## src/rtl/arb_pkg.sv

```systemverilog
// rtl/arb_pkg.sv - shared constants and helpers for the grant dispatcher
//
// Purpose : output buffer depth, count width and the one-hot helper that
//           turns a grant index into the requester accept vector.
// Ports   : none (package).
package arb_pkg;

   // The dispatcher's output buffer holds exactly two entries; its 1-bit
   // head/tail pointers rely on this.
   localparam int ARB_BUF_DEPTH = 2;
   localparam int ARB_CNT_W     = $clog2(ARB_BUF_DEPTH + 1);

   // Widest requester vector the one-hot helper can produce; callers cast
   // the result down to their own NUM_REQUESTS width.
   localparam int ARB_MAX_REQ = 64;

   typedef logic [ARB_MAX_REQ-1:0] arb_vec_t;

   function automatic arb_vec_t onehot(input int unsigned idx);
      return arb_vec_t'(1) << idx;
   endfunction

endpackage

```

## src/rtl/arb_grant_dispatcher_if.sv

```systemverilog
// rtl/arb_grant_dispatcher_if.sv - request, arbiter and output bundle for the dispatcher
//
// Purpose : groups the requester channels, the arbiter req/grant pair, the
//           downstream valid/ready channel and the error flag.
// Modports: slave  - dispatcher view (consumes requests/grants, drives output)
//           master - environment view (requesters, arbiter and consumer)
// Signals : req_valid/req_data/req_ready  requester channels
//           arb_req/arb_gnt/arb_gnt_valid  arbiter connection
//           out_valid/out_data/out_src/out_ready  downstream channel
//           err_bad_gnt  sticky protocol error
interface arb_grant_dispatcher_if #(
   parameter int NUM_REQUESTS = 4,
   parameter int DATA_WIDTH   = 32
);
   localparam int IDX_W = (NUM_REQUESTS > 1) ? $clog2(NUM_REQUESTS) : 1;

   logic [NUM_REQUESTS-1:0]            req_valid;
   logic [NUM_REQUESTS*DATA_WIDTH-1:0] req_data;
   logic [NUM_REQUESTS-1:0]            req_ready;
   logic [NUM_REQUESTS-1:0]            arb_req;
   logic [IDX_W-1:0]                   arb_gnt;
   logic                               arb_gnt_valid;
   logic                               out_valid;
   logic [DATA_WIDTH-1:0]              out_data;
   logic [IDX_W-1:0]                   out_src;
   logic                               out_ready;
   logic                               err_bad_gnt;

   modport slave (
      input  req_valid, req_data, arb_gnt, arb_gnt_valid, out_ready,
      output req_ready, arb_req, out_valid, out_data, out_src, err_bad_gnt
   );

   modport master (
      output req_valid, req_data, arb_gnt, arb_gnt_valid, out_ready,
      input  req_ready, arb_req, out_valid, out_data, out_src, err_bad_gnt
   );

endinterface

```

## src/rtl/arb_out_fifo.sv

```systemverilog
// rtl/arb_out_fifo.sv - generic 2-entry circular buffer
//
// Purpose : holds accepted {payload, source} entries in FIFO order.
// Ports   : clk, rst        clock, synchronous active-high reset
//           wr_en, wr_data  push (ignored while full)
//           rd_en           pop of the head entry (ignored while empty)
//           rd_data         head entry, straight from storage
//           count           number of valid entries (0..2)
module arb_out_fifo
   import arb_pkg::*;
#(
   parameter int WIDTH = 34
) (
   input  logic                 clk,
   input  logic                 rst,
   input  logic                 wr_en,
   input  logic [WIDTH-1:0]     wr_data,
   input  logic                 rd_en,
   output logic [WIDTH-1:0]     rd_data,
   output logic [ARB_CNT_W-1:0] count
);

   localparam logic [ARB_CNT_W-1:0] CNT_FULL = ARB_CNT_W'(ARB_BUF_DEPTH);

   logic [WIDTH-1:0]     mem_q [ARB_BUF_DEPTH];
   logic [WIDTH-1:0]     mem_d [ARB_BUF_DEPTH];
   logic                 head_q, head_d;
   logic                 tail_q, tail_d;
   logic [ARB_CNT_W-1:0] count_q, count_d;
   logic                 do_wr;
   logic                 do_rd;

   assign do_wr = wr_en & (count_q != CNT_FULL);
   assign do_rd = rd_en & (count_q != '0);

   always_comb begin
      mem_d   = mem_q;
      head_d  = head_q;
      tail_d  = tail_q;
      count_d = count_q;
      if (do_wr) begin
         mem_d[tail_q] = wr_data;
         tail_d        = ~tail_q;
      end
      if (do_rd) begin
         head_d = ~head_q;
      end
      // Push and pop together leave the occupancy unchanged.
      unique case ({do_wr, do_rd})
         2'b10:   count_d = count_q + ARB_CNT_W'(1);
         2'b01:   count_d = count_q - ARB_CNT_W'(1);
         default: count_d = count_q;
      endcase
   end

   always_ff @(posedge clk) begin
      if (rst) begin
         mem_q   <= '{default: '0};
         head_q  <= 1'b0;
         tail_q  <= 1'b0;
         count_q <= '0;
      end else begin
         mem_q   <= mem_d;
         head_q  <= head_d;
         tail_q  <= tail_d;
         count_q <= count_d;
      end
   end

   assign rd_data = mem_q[head_q];
   assign count   = count_q;

endmodule

```

## src/rtl/arb_grant_dispatcher.sv

```systemverilog
// rtl/arb_grant_dispatcher.sv - turns arbiter index grants into buffered transfers
//
// Purpose : gates the arbiter request vector on buffer space, accepts the
//           granted requester in the grant cycle, buffers its payload and
//           id, and drains the buffer to one downstream consumer.
// Ports   : clk  clock, rising edge
//           rst  synchronous active-high reset
//           bus  arb_grant_dispatcher_if.slave (requests, arbiter, output,
//                sticky err_bad_gnt)
module arb_grant_dispatcher
   import arb_pkg::*;
#(
   parameter int NUM_REQUESTS = 4,
   parameter int DATA_WIDTH   = 32
) (
   input logic                   clk,
   input logic                   rst,
   arb_grant_dispatcher_if.slave bus
);

   localparam int IDX_W   = (NUM_REQUESTS > 1) ? $clog2(NUM_REQUESTS) : 1;
   localparam int ENTRY_W = DATA_WIDTH + IDX_W;
   localparam logic [ARB_CNT_W-1:0] CNT_FULL = ARB_CNT_W'(ARB_BUF_DEPTH);

   logic [ARB_CNT_W-1:0]  fifo_count;
   logic [ENTRY_W-1:0]    fifo_wr_data;
   logic [ENTRY_W-1:0]    fifo_rd_data;
   logic [DATA_WIDTH-1:0] gnt_data;
   logic                  gnt_req_valid;
   logic                  space;
   logic                  accept;
   logic                  bad_gnt;
   logic                  out_valid_w;
   logic                  pop;
   logic                  err_q, err_d;

   // Select the granted requester's payload and valid. An index with no
   // matching requester (possible when NUM_REQUESTS is not a power of two)
   // selects nothing, so it reads as an invalid requester and becomes a
   // bad grant below.
   always_comb begin
      gnt_data      = '0;
      gnt_req_valid = 1'b0;
      for (int i = 0; i < NUM_REQUESTS; i++) begin
         if (bus.arb_gnt == IDX_W'(i)) begin
            gnt_data      = bus.req_data[i*DATA_WIDTH +: DATA_WIDTH];
            gnt_req_valid = bus.req_valid[i];
         end
      end
   end

   assign space       = (fifo_count != CNT_FULL);
   assign accept      = bus.arb_gnt_valid & space & gnt_req_valid;
   assign bad_gnt     = bus.arb_gnt_valid & ~accept;
   assign out_valid_w = (fifo_count != '0);
   assign pop         = out_valid_w & bus.out_ready;

   // Withholding requests while full stops the arbiter from rotating its
   // priority on grants that could not be taken.
   assign bus.arb_req   = space ? bus.req_valid : '0;
   assign bus.req_ready = accept ? NUM_REQUESTS'(onehot(32'(bus.arb_gnt))) : '0;

   assign fifo_wr_data = {gnt_data, bus.arb_gnt};

   arb_out_fifo #(
      .WIDTH (ENTRY_W)
   ) u_out_fifo (
      .clk     (clk),
      .rst     (rst),
      .wr_en   (accept),
      .wr_data (fifo_wr_data),
      .rd_en   (pop),
      .rd_data (fifo_rd_data),
      .count   (fifo_count)
   );

   assign err_d = err_q | bad_gnt;

   always_ff @(posedge clk) begin
      if (rst) begin
         err_q <= 1'b0;
      end else begin
         err_q <= err_d;
      end
   end

   assign bus.out_valid   = out_valid_w;
   assign bus.out_data    = fifo_rd_data[ENTRY_W-1:IDX_W];
   assign bus.out_src     = fifo_rd_data[IDX_W-1:0];
   assign bus.err_bad_gnt = err_q;

endmodule

```

## src/flat_wrapper.sv

```systemverilog
// flat-port wrapper written by rule: the top's interface ports become plain ports
module arb_grant_dispatcher_flat import arb_pkg::*;
#(
   parameter int NUM_REQUESTS = 4,
   parameter int DATA_WIDTH   = 32
)
  (clk, rst, bus_req_valid, bus_req_data, bus_arb_gnt, bus_arb_gnt_valid, bus_out_ready, bus_req_ready, bus_arb_req, bus_out_valid, bus_out_data, bus_out_src, bus_err_bad_gnt);
  arb_grant_dispatcher_if #(.NUM_REQUESTS(NUM_REQUESTS), .DATA_WIDTH(DATA_WIDTH)) bus_i ();
  input logic clk;
  input logic rst;
  input wire logic [$bits(bus_i.req_valid)-1:0] bus_req_valid;
  input wire logic [$bits(bus_i.req_data)-1:0] bus_req_data;
  input wire logic [$bits(bus_i.arb_gnt)-1:0] bus_arb_gnt;
  input wire logic [$bits(bus_i.arb_gnt_valid)-1:0] bus_arb_gnt_valid;
  input wire logic [$bits(bus_i.out_ready)-1:0] bus_out_ready;
  output wire logic [$bits(bus_i.req_ready)-1:0] bus_req_ready;
  output wire logic [$bits(bus_i.arb_req)-1:0] bus_arb_req;
  output wire logic [$bits(bus_i.out_valid)-1:0] bus_out_valid;
  output wire logic [$bits(bus_i.out_data)-1:0] bus_out_data;
  output wire logic [$bits(bus_i.out_src)-1:0] bus_out_src;
  output wire logic [$bits(bus_i.err_bad_gnt)-1:0] bus_err_bad_gnt;
  assign bus_i.req_valid = bus_req_valid;
  assign bus_i.req_data = bus_req_data;
  assign bus_i.arb_gnt = bus_arb_gnt;
  assign bus_i.arb_gnt_valid = bus_arb_gnt_valid;
  assign bus_i.out_ready = bus_out_ready;
  assign bus_req_ready = bus_i.req_ready;
  assign bus_arb_req = bus_i.arb_req;
  assign bus_out_valid = bus_i.out_valid;
  assign bus_out_data = bus_i.out_data;
  assign bus_out_src = bus_i.out_src;
  assign bus_err_bad_gnt = bus_i.err_bad_gnt;
  arb_grant_dispatcher #(.NUM_REQUESTS(NUM_REQUESTS), .DATA_WIDTH(DATA_WIDTH)) u_core (.clk(clk), .rst(rst), .bus(bus_i));
endmodule
```

## config.mk

```make
export PLATFORM = sky130hd
export DESIGN_NAME = arb_grant_dispatcher_flat
export DESIGN_NICKNAME = d
export VERILOG_FILES = /design/src/rtl/arb_pkg.sv /design/src/rtl/arb_grant_dispatcher_if.sv /design/src/rtl/arb_out_fifo.sv /design/src/rtl/arb_grant_dispatcher.sv /design/src/flat_wrapper.sv
export SDC_FILE = /design/constraint.sdc
export NUM_CORES = 1
export LEC_CHECK = 0
export CELL_PAD_IN_SITES_DETAIL_PLACEMENT = 0
export CELL_PAD_IN_SITES_GLOBAL_PLACEMENT = 2
export CORE_AREA = 2 2 148 121
export CTS_CLUSTER_SIZE = 12
export DETAILED_ROUTE_END_ITERATION = 7
export DIE_AREA = 0 0 150 123
export HOLD_SLACK_MARGIN = 0.08
export PLACE_DENSITY = 0.86
export SYNTH_ARGS = -nofsm -noshare
export SYNTH_HDL_FRONTEND = slang
export SYNTH_SLANG_ARGS = --single-unit
```

## constraint.sdc

```tcl
create_clock -name clk -period 2.1 [get_ports clk]
set_clock_uncertainty 0.05 [all_clocks]
set_input_delay 0.21 -clock clk [delete_from_list [all_inputs] [get_ports clk]]
set_output_delay 0.21 -clock clk [all_outputs]
set_load 0.01 [all_outputs]
```

Word level (Yosys, flattened, before mapping) --
Index checks and enable logic that the tools add are counted.
Word-level totals: register bits after elaboration 73, bits of input ports 138, word-level logic and storage cells 51
Operators by class: $add $sub $neg 2, $lt $le $gt $ge 3, equality and inequality tests 6, shift-type cells 1, mux-type cells 17, bitwise logic cells 12, reductions and logical operators 4
Operators with widths (count):
- $mux 34 | 4
- $mux 32 | 4
- $bwmux 68 | 1
- $demux 34 s1 | 1
- $mux 4 | 2
- $and 1x1->1 | 6
- $eq 2x2->1 const B | 3
- $eq 2x1->1 const B | 2
- $ge 2x2->1 const B | 2
- $mux 1 | 4
- $not 1->2 | 2
- $pmux 2 s2 | 1
- $reduce_bool 2->1 | 2
- $shl 1x2->4 const A | 1
- $not 1->1 | 3
- $add 2x1->2 const B | 1
- $logic_not 2->1 | 1
- $lt 2x1->1 const B | 1
- $ne 2x2->1 const B | 1
- $sub 2x1->2 const B | 1
- $logic_and 1x1->1 | 1
- $or 1x1->1 | 1

Depth between registers and ports, before layout --
depth in word-level cells 9, depth in mapped cells 7, gate-level depth less buffers 6

By module --
From an unflattened synthesis, not the netlist that was laid out.
Unflattened totals: cells, all modules 422, area, all modules 4423.0 sq um
Modules (own cells, without submodules):
- arb_out_fifo | times used 1, cells each 358, area each 3468.3 sq um
- arb_grant_dispatcher | times used 1, cells each 64, area each 954.7 sq um

Worst setup path after synthesis --
Ideal clock, no wire load.
path type input to register, from in bus_arb_gnt[0], to reg u_core.u_out_fifo.count_q[1] (netlist: u_core.u_out_fifo.count[1]), setup time 0.070 ns, arrival time 1.769 ns, data required time 1.980 ns, setup slack 0.211 ns, cell stages on the path 6, buffers on the path 1, path through buf_6 mux4_2 nand3_1 ha_1 or3_1 a21oi_1
On the way: longest elaborated chain between the ends 9
RTL lines:
- start, declared | RTL line flat_wrapper.sv:13 | input wire logic [$bits(bus_i.arb_gnt)-1:0] bus_arb_gnt;
- $logic_not 2->1 | RTL line arb_grant_dispatcher.sv:45 | if (bus.arb_gnt == IDX_W'(i)) begin
- $mux 1 (3 in series) | RTL line arb_grant_dispatcher.sv:45
- $mux 1 (*) | RTL line arb_grant_dispatcher.sv:45
- $and 1x1->1 (*) | RTL line arb_grant_dispatcher.sv:53 | assign accept = bus.arb_gnt_valid & space & gnt_req_valid;
- $and 1x1->1 (*) | RTL line arb_out_fifo.sv:33 | assign do_wr = wr_en & (count_q != CNT_FULL);
- $eq 2x1->1 / $eq 2x2->1 (equally long branches) | RTL line arb_out_fifo.sv:49 | unique case ({do_wr, do_rd})
- $pmux 2 s2 / $reduce_bool 2->1 (equally long branches)
- end signal, assigned | RTL line arb_out_fifo.sv:66 | count_q <= count_d;
- end, declared | RTL line arb_out_fifo.sv:29 | logic [ARB_CNT_W-1:0] count_q, count_d;
Mark *: on every way between the ends. The rest lies on a longest branch, timed or not. A chain may end at the register's enable or synchronous reset.

Worst setup path in the final report --
from reg u_core.u_out_fifo.count_q[0] (netlist: u_core.u_out_fifo.count[0]), to out bus_req_ready[1]
On the way: longest elaborated chain between the ends 4
RTL lines:
- $ne 2x2->1 | RTL line arb_grant_dispatcher.sv:52 | assign space = (fifo_count != CNT_FULL);
- $and 1x1->1 (2 in series) | RTL line arb_grant_dispatcher.sv:53
- $mux 4 | RTL line arb_grant_dispatcher.sv:61 | assign bus.req_ready = accept ? NUM_REQUESTS'(onehot(32'(bus.arb_gnt))) : '0;
- end, declared | RTL line flat_wrapper.sv:16 | output wire logic [$bits(bus_i.req_ready)-1:0] bus_req_ready;
Every way passes these cells.

==> impl_summary.txt <==
----------------------------------------------------
[Status]
  Run status ... finished, final reports clean

[Synthesis]
  Mapped Avg Cell Area ... 11.6 um^2
  Synth Net Count ... 512
  Post-synthesis instance area ... 0.00434 mm^2
  Area contributors post-synth ... sky130_fd_sc_hd__dfxtp_1 34%, sky130_fd_sc_hd__mux4_2 16%, sky130_fd_sc_hd__mux2i_1 16%
  Yosys top cell area share ... 33.7%
  Count of flip-flops with a built-in enable after synthesis ... 0
  Sequential area share after synthesis ... 33.7%
  Count of yosys warnings during synthesis ... 0
  Count of state elements after synthesis ... 73
  Most numerous cell in the Yosys netlist ... sky130_fd_sc_hd__nand2b_1
  Cells after Synth ... 373
  Yosys cell types ... 30
  Leading post-synthesis cells by instance count ... 103 x sky130_fd_sc_hd__nand2b_1, 73 x sky130_fd_sc_hd__dfxtp_1, 68 x sky130_fd_sc_hd__mux2i_1, 34 x sky130_fd_sc_hd__mux2_2, 31 x sky130_fd_sc_hd__mux4_2
  Leading register cell type out of synthesis ... sky130_fd_sc_hd__dfxtp_1
  FFs w/ async S/R, synth ... 0%
  Largest area contributor in the synthesized netlist ... sky130_fd_sc_hd__dfxtp_1

[Route]
  Number of remaining DRC errors ... 0
  Detailed-routing iteration count for the pre-antenna-repair pass ... 6
  Via count of the routed design ... 3467
  Number of vias per cell after detailed routing ... 4.46
  Iteration-0 DRC count of the detailed router ... 80
  Total Wirelength ... 11.8 mm
  Number of nets with antenna violations after routing ... 0
  Routed len/inst ... 15.2 um

[Global routing]
  Overflow left after global routing ... 0
  First-pass GRT wire length ... 18.5 mm
  Pin count of the biggest net entering global routing ... 108
  Initial antenna violation count ... 0
  Vias in the first global route ... 3794
  GR Util All Layers ... 12.8%

[Setup path]
  Kind of start point of the critical path ... flip-flop
  Critical path fanouts, max ... 7
  Worst path required time ... 1.84 ns
  Slowest cell on crit path ... sky130_fd_sc_hd__clkdlybuf4s50_1
  Category of cells accounting for the largest share of critical-path delay ... buffers and inverters
  Critical path startpoint ... u_core.u_out_fifo.count[0]
  FF-to-FF Start ... u_core.u_out_fifo.count[0]
  Cell Chain, Critical Path ... nand2b_4 > nand3_1 > nor3b_2 > clkdlybuf4s50_1
  CP Class ... flip-flop to output pin
  Buffers & Inverters on Critical Path ... 1
  Crit path largest cell delay ... 0.57 ns
  Element type at the critical path end ... output pin
  Signal arrival time at the worst endpoint ... 1.82 ns

[Min path]
  Worst hold-check path type ... input port to flip-flop
  Hold wc startpoint ... rst

[Finish]
  Final Net Count ... 686
  Post-layout utilization of the core ... 40.1%
  Fraction of final layout cells sized beyond drive strength 1 ... 19.4%
  Layout Area Growth over Synthesis ... 56.9%
  Diode insertion count for antenna repair ... 0
  Final Non-Filler Cells ... 777
  Count of fill cells added during filler insertion ... 1667
  Sequential Area ... 0.00146 mm^2
  Multi-input combinational cell area ... 0.00269 mm^2

[Job]
  Number of violations of the max-capacitance limit ... 0

[Place]
  Input/output buffers ... 181
  Final HPWL DP ... 8.69 mm
  Gpl congestion ... 0.726
  # placed instances ... 761

[Timing]
  Minimum clock period after layout ... 2.08 ns
  Count of final max-slew check failures ... 0
  Number of failing hold endpoints at the final stage ... 0
  Slew of the pin with the lowest slew margin ... 0.340 ns
  Setup TNS ... 0 ns
  Crit share post-route ... 99.1%
  Worst hold-check slack ... 0.346 ns
  Final number of setup-violating endpoints ... 0
  Slew Limit Headroom ... 77.4%
  Achievable clock frequency ... 0.481 GHz

[Floorplanning]
  Die outline area ... 0.0185 mm^2
  Total number of placement rows ... 43
  Core area ... 0.0170 mm^2
  Number of primary I/O pins ... 182
  Floorplan die width ... 150 um
  Effective utilization at floorplan ... 25.5%
  Height of the die ... 123 um

[CTS]
  Clock Root Buffer ... sky130_fd_sc_hd__clkbuf_16
  Number of buffers inserted during clock tree synthesis ... 9
  Max Buffers Root-to-Sink ... 2
  Worst-skew pair later-pin latency ... 0.33 ns
  CTS tree ... yes
  H-tree level count ... 3
  Clock transition time at the flip-flop clock pins of the worst setup and hold paths ... 0.06 ns
  Clock net sink count ... 73

[Power and ir drop]
  PD cells ... 743 mW/mm^2
  Maximum ir drop on the vdd rail ... 0.360 mV
  Leakage dissipation ... 2.80 nW

----------------------------------------------------
where the power goes:
part	switching, mW	internal (mW)	leakage (nW)
Combinational	0.597	0.950	2.02
Clock	0.578	1.34	0.186
Sequential	0.0801	1.51	0.594
Total	1.26	3.80	2.80
cells by family after synthesis:
kind of cell | Yosys count | share of synthesized area (%)
AOI/OAI and AO/OA | 7 | 1.12
adders and majority gates | 1 | 0.288
muxes | 135 | 41.8
xor gates and xnor gates | 3 | 0.605
buffers and inverters | 33 | 4.99
and+or+nand+nor | 121 | 17.5
DFF | 73 | 33.7
placed cells by master (no fill, tap or decap), types with 2 or more instances in the layout:
cell	Yosys	routed
sky130_fd_sc_hd__clkdlybuf4s50_1	0	176
sky130_fd_sc_hd__nand2b_1	103	102
sky130_fd_sc_hd__dfxtp_1	73	71
sky130_fd_sc_hd__mux2i_1	68	68
sky130_fd_sc_hd__mux2_2	34	34
sky130_fd_sc_hd__mux4_2	31	31
sky130_fd_sc_hd__clkbuf_16	0	9
sky130_fd_sc_hd__buf_12	3	7
sky130_fd_sc_hd__buf_4	0	6
sky130_fd_sc_hd__and2_1	4	4
sky130_fd_sc_hd__bufinv_16	0	4
sky130_fd_sc_hd__nor2_1	3	3
sky130_fd_sc_hd__buf_2	5	3
sky130_fd_sc_hd__nand3_1	2	2
sky130_fd_sc_hd__nand4_4	0	2
sky130_fd_sc_hd__mux4_1	2	2
sky130_fd_sc_hd__a21oi_1	2	2
sky130_fd_sc_hd__xnor2_1	2	2
sky130_fd_sc_hd__clkbuf_8	0	2
sky130_fd_sc_hd__dlygate4sd2_1	0	2
sky130_fd_sc_hd__dfxtp_2	0	2
repair_timing:
action / in CTS / in global routing
setup buffers: 0 / 0
setup endpoints to repair: 10 / 1
gates resized for setup: 6 / 1
hold buffers: 0 / 0
flip-flops by register name (all words and copies together) (netlist names):
name / cells
u_core.u_out_fifo.count: 2
u_core.bus.err_bad_gnt: 1
u_core.u_out_fifo.head_q: 1
u_core.u_out_fifo.tail_q: 1
u_core.u_out_fifo.mem_q: 68
cell type report:
| class | instances | share of cell area, % |
|---|---|---|
| Multi-Input combinational cell | 267 | 39.5 |
| Timing Repair Buffer | 195 | 29.2 |
| Sequential cell | 73 | 21.5 |
| Tap cell | 225 | 4.13 |
| Clock buffer | 11 | 3.71 |
| Clock inverter | 5 | 1.84 |
| Inverter | 1 | 0.0551 |
worst register-to-register path: stages, from the launching register on:
cell,delay (ns)
sky130_fd_sc_hd__dfxtp_2,0.38
sky130_fd_sc_hd__nand2b_4,0.17
sky130_fd_sc_hd__nand3_1,0.14
sky130_fd_sc_hd__ha_1,0.25
sky130_fd_sc_hd__xnor2_1,0.14
sky130_fd_sc_hd__or3_1,0.31
sky130_fd_sc_hd__a21oi_1,0.14
stage by stage:
stage | instance area [um^2] | total power [mW] | setup slack, ns
2_1_floorplan | 4340 | 2.44 | 0.211
3_3_place_gp | 6420 | 3.13 | -0.0381
3_5_place_dp | 6420 | 3.16 | -0.0843
4_1_cts | 6810 | 5.15 | 0.0346
5_1_grt | 6810 | 5.31 | -0.0286
6_report | 6810 | 5.06 | 0.0196
layer usage:
metal	global-route usage [%]	share of wire, %	wire [um]
met1	14.8	42	4940
met4	3.24	0.83	98
met3	4.02	7.4	869
met2	23.2	50	5900
met5	0	0	0
final timing paths:
| check | end | slack (ns) | cells past startpoint |
|---|---|---|---|
| max | bus_req_ready[1] | 0.02 | 4 |
| min | u_core.u_out_fifo.count[0] | 0.35 | 3 |
| max reg2reg | u_core.u_out_fifo.count[1] | 0.46 | 6 |
| min reg2reg | u_core.u_out_fifo.mem_q[18] | 0.42 | 2 |
(Power assumes the default switching activity.)
==> RTL edit 1, RTL diff (config.mk and constraints unchanged) <==
`DATA_WIDTH` is set to 32 in 3 places; all go to 16.
--- a/src/rtl/arb_grant_dispatcher_if.sv
+++ b/src/rtl/arb_grant_dispatcher_if.sv
@@ -10,7 +10,7 @@
 //           err_bad_gnt  sticky protocol error
 interface arb_grant_dispatcher_if #(
    parameter int NUM_REQUESTS = 4,
-   parameter int DATA_WIDTH   = 32
+   parameter int DATA_WIDTH   = 16
 );
    localparam int IDX_W = (NUM_REQUESTS > 1) ? $clog2(NUM_REQUESTS) : 1;
 
--- a/src/rtl/arb_grant_dispatcher.sv
+++ b/src/rtl/arb_grant_dispatcher.sv
@@ -11,7 +11,7 @@
    import arb_pkg::*;
 #(
    parameter int NUM_REQUESTS = 4,
-   parameter int DATA_WIDTH   = 32
+   parameter int DATA_WIDTH   = 16
 ) (
    input logic                   clk,
    input logic                   rst,
--- a/src/flat_wrapper.sv
+++ b/src/flat_wrapper.sv
@@ -2,7 +2,7 @@
 module arb_grant_dispatcher_flat import arb_pkg::*;
 #(
    parameter int NUM_REQUESTS = 4,
-   parameter int DATA_WIDTH   = 32
+   parameter int DATA_WIDTH   = 16
 )
   (clk, rst, bus_req_valid, bus_req_data, bus_arb_gnt, bus_arb_gnt_valid, bus_out_ready, bus_req_ready, bus_arb_req, bus_out_valid, bus_out_data, bus_out_src, bus_err_bad_gnt);
   arb_grant_dispatcher_if #(.NUM_REQUESTS(NUM_REQUESTS), .DATA_WIDTH(DATA_WIDTH)) bus_i ();
Interface: changed (resized bus_out_data and bus_req_data); port bits go from 182 to 102. The function was not compared with the original's and may differ.
==> RTL edit 1 against the unedited design <==
- final area fell by 43%
- area after synthesis decreased by 44%
- sequential power decreased by 44%
- routed wire length shrank 36%
- core utilization shrank 17 points
- global-route usage fell by 4.5 points
- via count shrank 43%
- fmax up 4.5%
- synthesized cell count is 42% lower
- sequential cell count fell by 32
- worst setup slack gained 0.090 ns
- worst hold slack better by 0.081 ns
- power decreased by 48%
- largest cell class unchanged
==> RTL edit 1: results (changes against the unedited design) <==
metric;value;unit;change
Peak VDD IR;0.0002089;V;-42%
worst hold path type;flip-flop to flip-flop;;
Final nets;396;;-42%
sequential area share after synthesis;33.90;%;+0.23 points
GR Util All Layers;8.356;%;-4.5 points
CP Data Arrival Time;1.73;ns;-0.09 ns
Largest register FFs;36;;-47%
Synth cell types;32;;+6.7%
Post-synth top cells;55 x nand2b_1, 41 x dfxtp_1, 36 x mux2i_1, 18 x mux2_2, 17 x mux4_2;;
GPL Wtd Cong;0.6807;;-6.2%
largest net degree at the start of global routing;60;;-44%
CTS resizes;1;;-5
first-pass GRT wire length;11.66;mm;-37%
drt pass-1 iters;3;;-3
DRT iter0 DRCs;46;;-43%
vias in the first global route;2204;;-42%
Port-buffer cells;101;;-44%
status;finished, final reports clean;;
Synth area leaders;dfxtp_1 34%, mux4_2 16%, mux2i_1 15%;;
placed cell area;3742;sq um;-42%
TritonCTS Buffers;5;;-4
detailed-route via count;1987;;-43%
routed wire length;7.520;mm;-36%
Slew @ Worst Pin;0.4523;ns;+0.1126 ns
H-tree depth;2;;-1
share of layout cells above drive strength 1;19.31;%;-0.069 points
Crit Path Max Fanout;11;;+4
Pleak;1.543;nW;-45%
Syn Nets;292;;-43%
dpl hpwl;5.890;mm;-32%
==> RTL edit 1: changes by cell type after synthesis, moves of 2 or more <==
cell / unedited run / this run
clkbuf_1: 19 / 10
nand2_1: 1 / 3
nand2b_1: 103 / 55
mux2_2: 34 / 18
mux4_2: 31 / 17
buf_12: 3 / 0
buf_6: 5 / 2
mux4_1: 2 / 0
nand4_2: 2 / 0
dfxtp_1: 73 / 41
mux2i_1: 68 / 36
==> RTL edit 1: kinds of logic (layout without fill, tap and decap cells) <==
kind of cell	after synthesis	after routing	share of synthesized area [%]
simple gates	75	75	19.48
mux	71	71	39.07
fa+ha+maj	1	1	0.5167
flops	41	41	33.90
xor+xnor	3	3	1.085
compound gates	7	7	2.016
buf+inv	19	123	3.928
==> RTL edit 1: cell type report <==
type	count	area (sq um)
well taps	225	281.5
inverters	1	3.754
clock buffers	7	142.6
flip-flops and latches	41	820.8
multi-input cells	157	1508
fillers	1858	13120
repair buffers	115	1130
==> RTL edit 1: critical path: stages (launching register included) <==
cell             delay [ns]
dfxtp_1                0.33
buf_4                  0.24
mux2_2                 0.40
clkdlybuf4s50_1        0.49
==> RTL edit 1: metal layers <==
layer / wire length [um] / up-vias / track usage [%]
met3: 458 / 4 / 2.066
met1: 3227 / 946 / 10.03
met4: 76 / 0 / 2.300
met5: 0 / - / 0
li1: - / 977 / -
met2: 3757 / 60 / 14.90
==> RTL edit 1: power by group <==
| group | internal (mW) | switching, mW | leakage (nW) |
|---|---|---|---|
| clock | 0.467 | 0.302 | 0.0700 |
| combinational | 0.584 | 0.396 | 1.14 |
| sequential | 0.854 | 0.0419 | 0.333 |
| total | 1.91 | 0.741 | 1.54 |
==> RTL edit 1: worst paths after layout <==
kind	cells after the start	slack, ns	to	from
max	3	0.11	bus_out_data[6]	u_core.u_out_fifo.head_q
min	2	0.43	u_core.u_out_fifo.mem_q[32]	u_core.u_out_fifo.mem_q[32]
max reg2reg	6	0.42	u_core.u_out_fifo.count[1]	u_core.u_out_fifo.count[0]
min reg2reg	2	0.43	u_core.u_out_fifo.mem_q[32]	u_core.u_out_fifo.mem_q[32]
==> RTL edit 1: through the flow <==
stage               setup slack, ns  instances
floorplan                    0.2734        217
detailed placement         -0.06506        539
global route                0.01625        546
finish                       0.1095        546
global placement           -0.02878        539
CTS                        0.008386        546
==> RTL edit 2, RTL diff (same flow settings) <==
Made on the original files. Make the reset (`rst`) asynchronous in 2 clocked blocks. Comments in the files are not updated.
--- a/src/rtl/arb_out_fifo.sv
+++ b/src/rtl/arb_out_fifo.sv
@@ -53,7 +53,7 @@
       endcase
    end
 
-   always_ff @(posedge clk) begin
+   always_ff @(posedge clk or posedge rst) begin
       if (rst) begin
          mem_q   <= '{default: '0};
          head_q  <= 1'b0;
--- a/src/rtl/arb_grant_dispatcher.sv
+++ b/src/rtl/arb_grant_dispatcher.sv
@@ -76,7 +76,7 @@
 
    assign err_d = err_q | bad_gnt;
 
-   always_ff @(posedge clk) begin
+   always_ff @(posedge clk or posedge rst) begin
       if (rst) begin
          err_q <= 1'b0;
       end else begin
Function: differs if rst is asserted again (counterexample within 4 cycles, from zero or initial values and one cycle with rst high); with rst held inactive, the same outputs for 4 cycles.
==> RTL edit 2 against the unedited design <==
- routed wire length shrank 3.3%
- register-to-register slack lost 0.19 ns
- count of clock-buffer cells in the layout is the same
- area after synthesis shrank 2.6%
- sequential cell count is the same
- final area shrank 0.57%
- worst setup slack gained 0.042 ns
- global-route usage shrank 0.077 points
- worst hold slack lost 0.062 ns
- synthesized cell count shrank 28%
- critical path type unchanged
- critical endpoint is now bus_out_data[6]
Power is not compared: it rests on default switching activity, and its combinational part moved more than twofold at a synthesized area within 25%.
==> RTL edit 2: results (changes against the unedited design) <==
metric;value;unit;change
DRT iter0 DRCs;66;;-18%
Hold WS;0.2844;ns;-0.06206 ns
flop-to-flop setup slack;0.27;ns;-0.19 ns
comb_multi_in;173;;-35%
status;finished, final reports clean;;
FF+latch area;1828;sq um;+25%
sequential area share after synthesis;43.22;%;+9.6 points
area grow syn2layout;60.21;%;
metal3 WL;870;um;+0.12%
Critical Path End;bus_out_data[6];;
Post-synth top cells;73 x dfrtp_1, 63 x mux2_2, 32 x mux4_2, 30 x mux2_4, 7 x buf_2;;
ClkCell Share;4.878;%;-0.67 points
Signal buffers;196;;+0.51%
detailed-route via count;3063;;-12%
fraction of area in multi-input gates;33.31;%;-6.2 points
dpl hpwl;8.312;mm;-4.4%
ys async rst share;100.0;%;+100 points
Fill cells;1629;;-2.3%
placed cell area;6376;sq um;-0.64%
grt met3 use;3.838;%;-0.18 points
routed wire length;11.42;mm;-3.3%
Post-Syn Instances;270;;-28%
r2r endpoint;u_core.u_out_fifo.count[1];;
max incr delay on CP;0.48;ns;-0.09 ns
CP Data Arrival Time;1.78;ns;-0.04 ns
R2R Path Start;u_core.u_out_fifo.count[0];;
largest net degree at the start of global routing;74;;-31%
share of layout cells above drive strength 1;36.30;%;+17 points
sequential cells;73;;unchanged
slew margin rel.;72.91;%;-4.4 points
Synth cell types;29;;-3.3%
drt pass-1 iters;4;;-2
Final nets;594;;-13%
Crit. Startpoint;u_core.u_out_fifo.head_q;;
nonclk inv count;2;;+1
met2 Use GR;21.63;%;-1.5 points
dpl ws;-0.01508;ns;+0.06926 ns
dpl cells;667;;-12%
GPL Wtd Cong;0.7106;;-2.1%
Tmin final;2.039;ns;-0.04168 ns
first-pass GRT wire length;17.87;mm;-3.3%
Syn Nets;409;;-20%
met1 Track Usage GR;15.21;%;+0.41 points
post-route cell area;6771;sq um;-0.57%
drt wl/cell;16.68;um;+9.7%
worst hold path type;input port to async pin;;
Data buffer area share;30.49;%;+1.3 points
-- RTL edit 2: changes by cell type after synthesis, sizes merged, moves of 4 or more --
cell,before,now
mux2i,68,3
nand2b,103,1
clkbuf,19,5
buf,13,17
mux2,34,98
dfrtp,0,73
and3,0,4
o21ai,1,6
dfxtp,73,0
-- RTL edit 2: kinds of logic after synthesis --
| logic type | Yosys count | share of synthesized area [%] |
|---|---|---|
| AO/OA/AOI/OAI | 9 | 1.362 |
| XOR/XNOR | 5 | 1.036 |
| adder cells (fa/ha/maj) | 1 | 0.2960 |
| buffers and inverters | 24 | 3.404 |
| flip-flops | 73 | 43.22 |
| multiplexers | 133 | 46.54 |
| AND/OR/NAND/NOR | 25 | 4.144 |
-- RTL edit 2: tightest hold or removal path: stages --
cell	delay, ns
clkdlybuf4s50_1	0.44
clkinvlp_4	0.10
buf_12	0.33
-- RTL edit 2: repair_timing --
item | in CTS | in global routing
setup buffers | 2 | 0
setup endpoints to repair | 7 | 23
resized for setup | 6 | 23
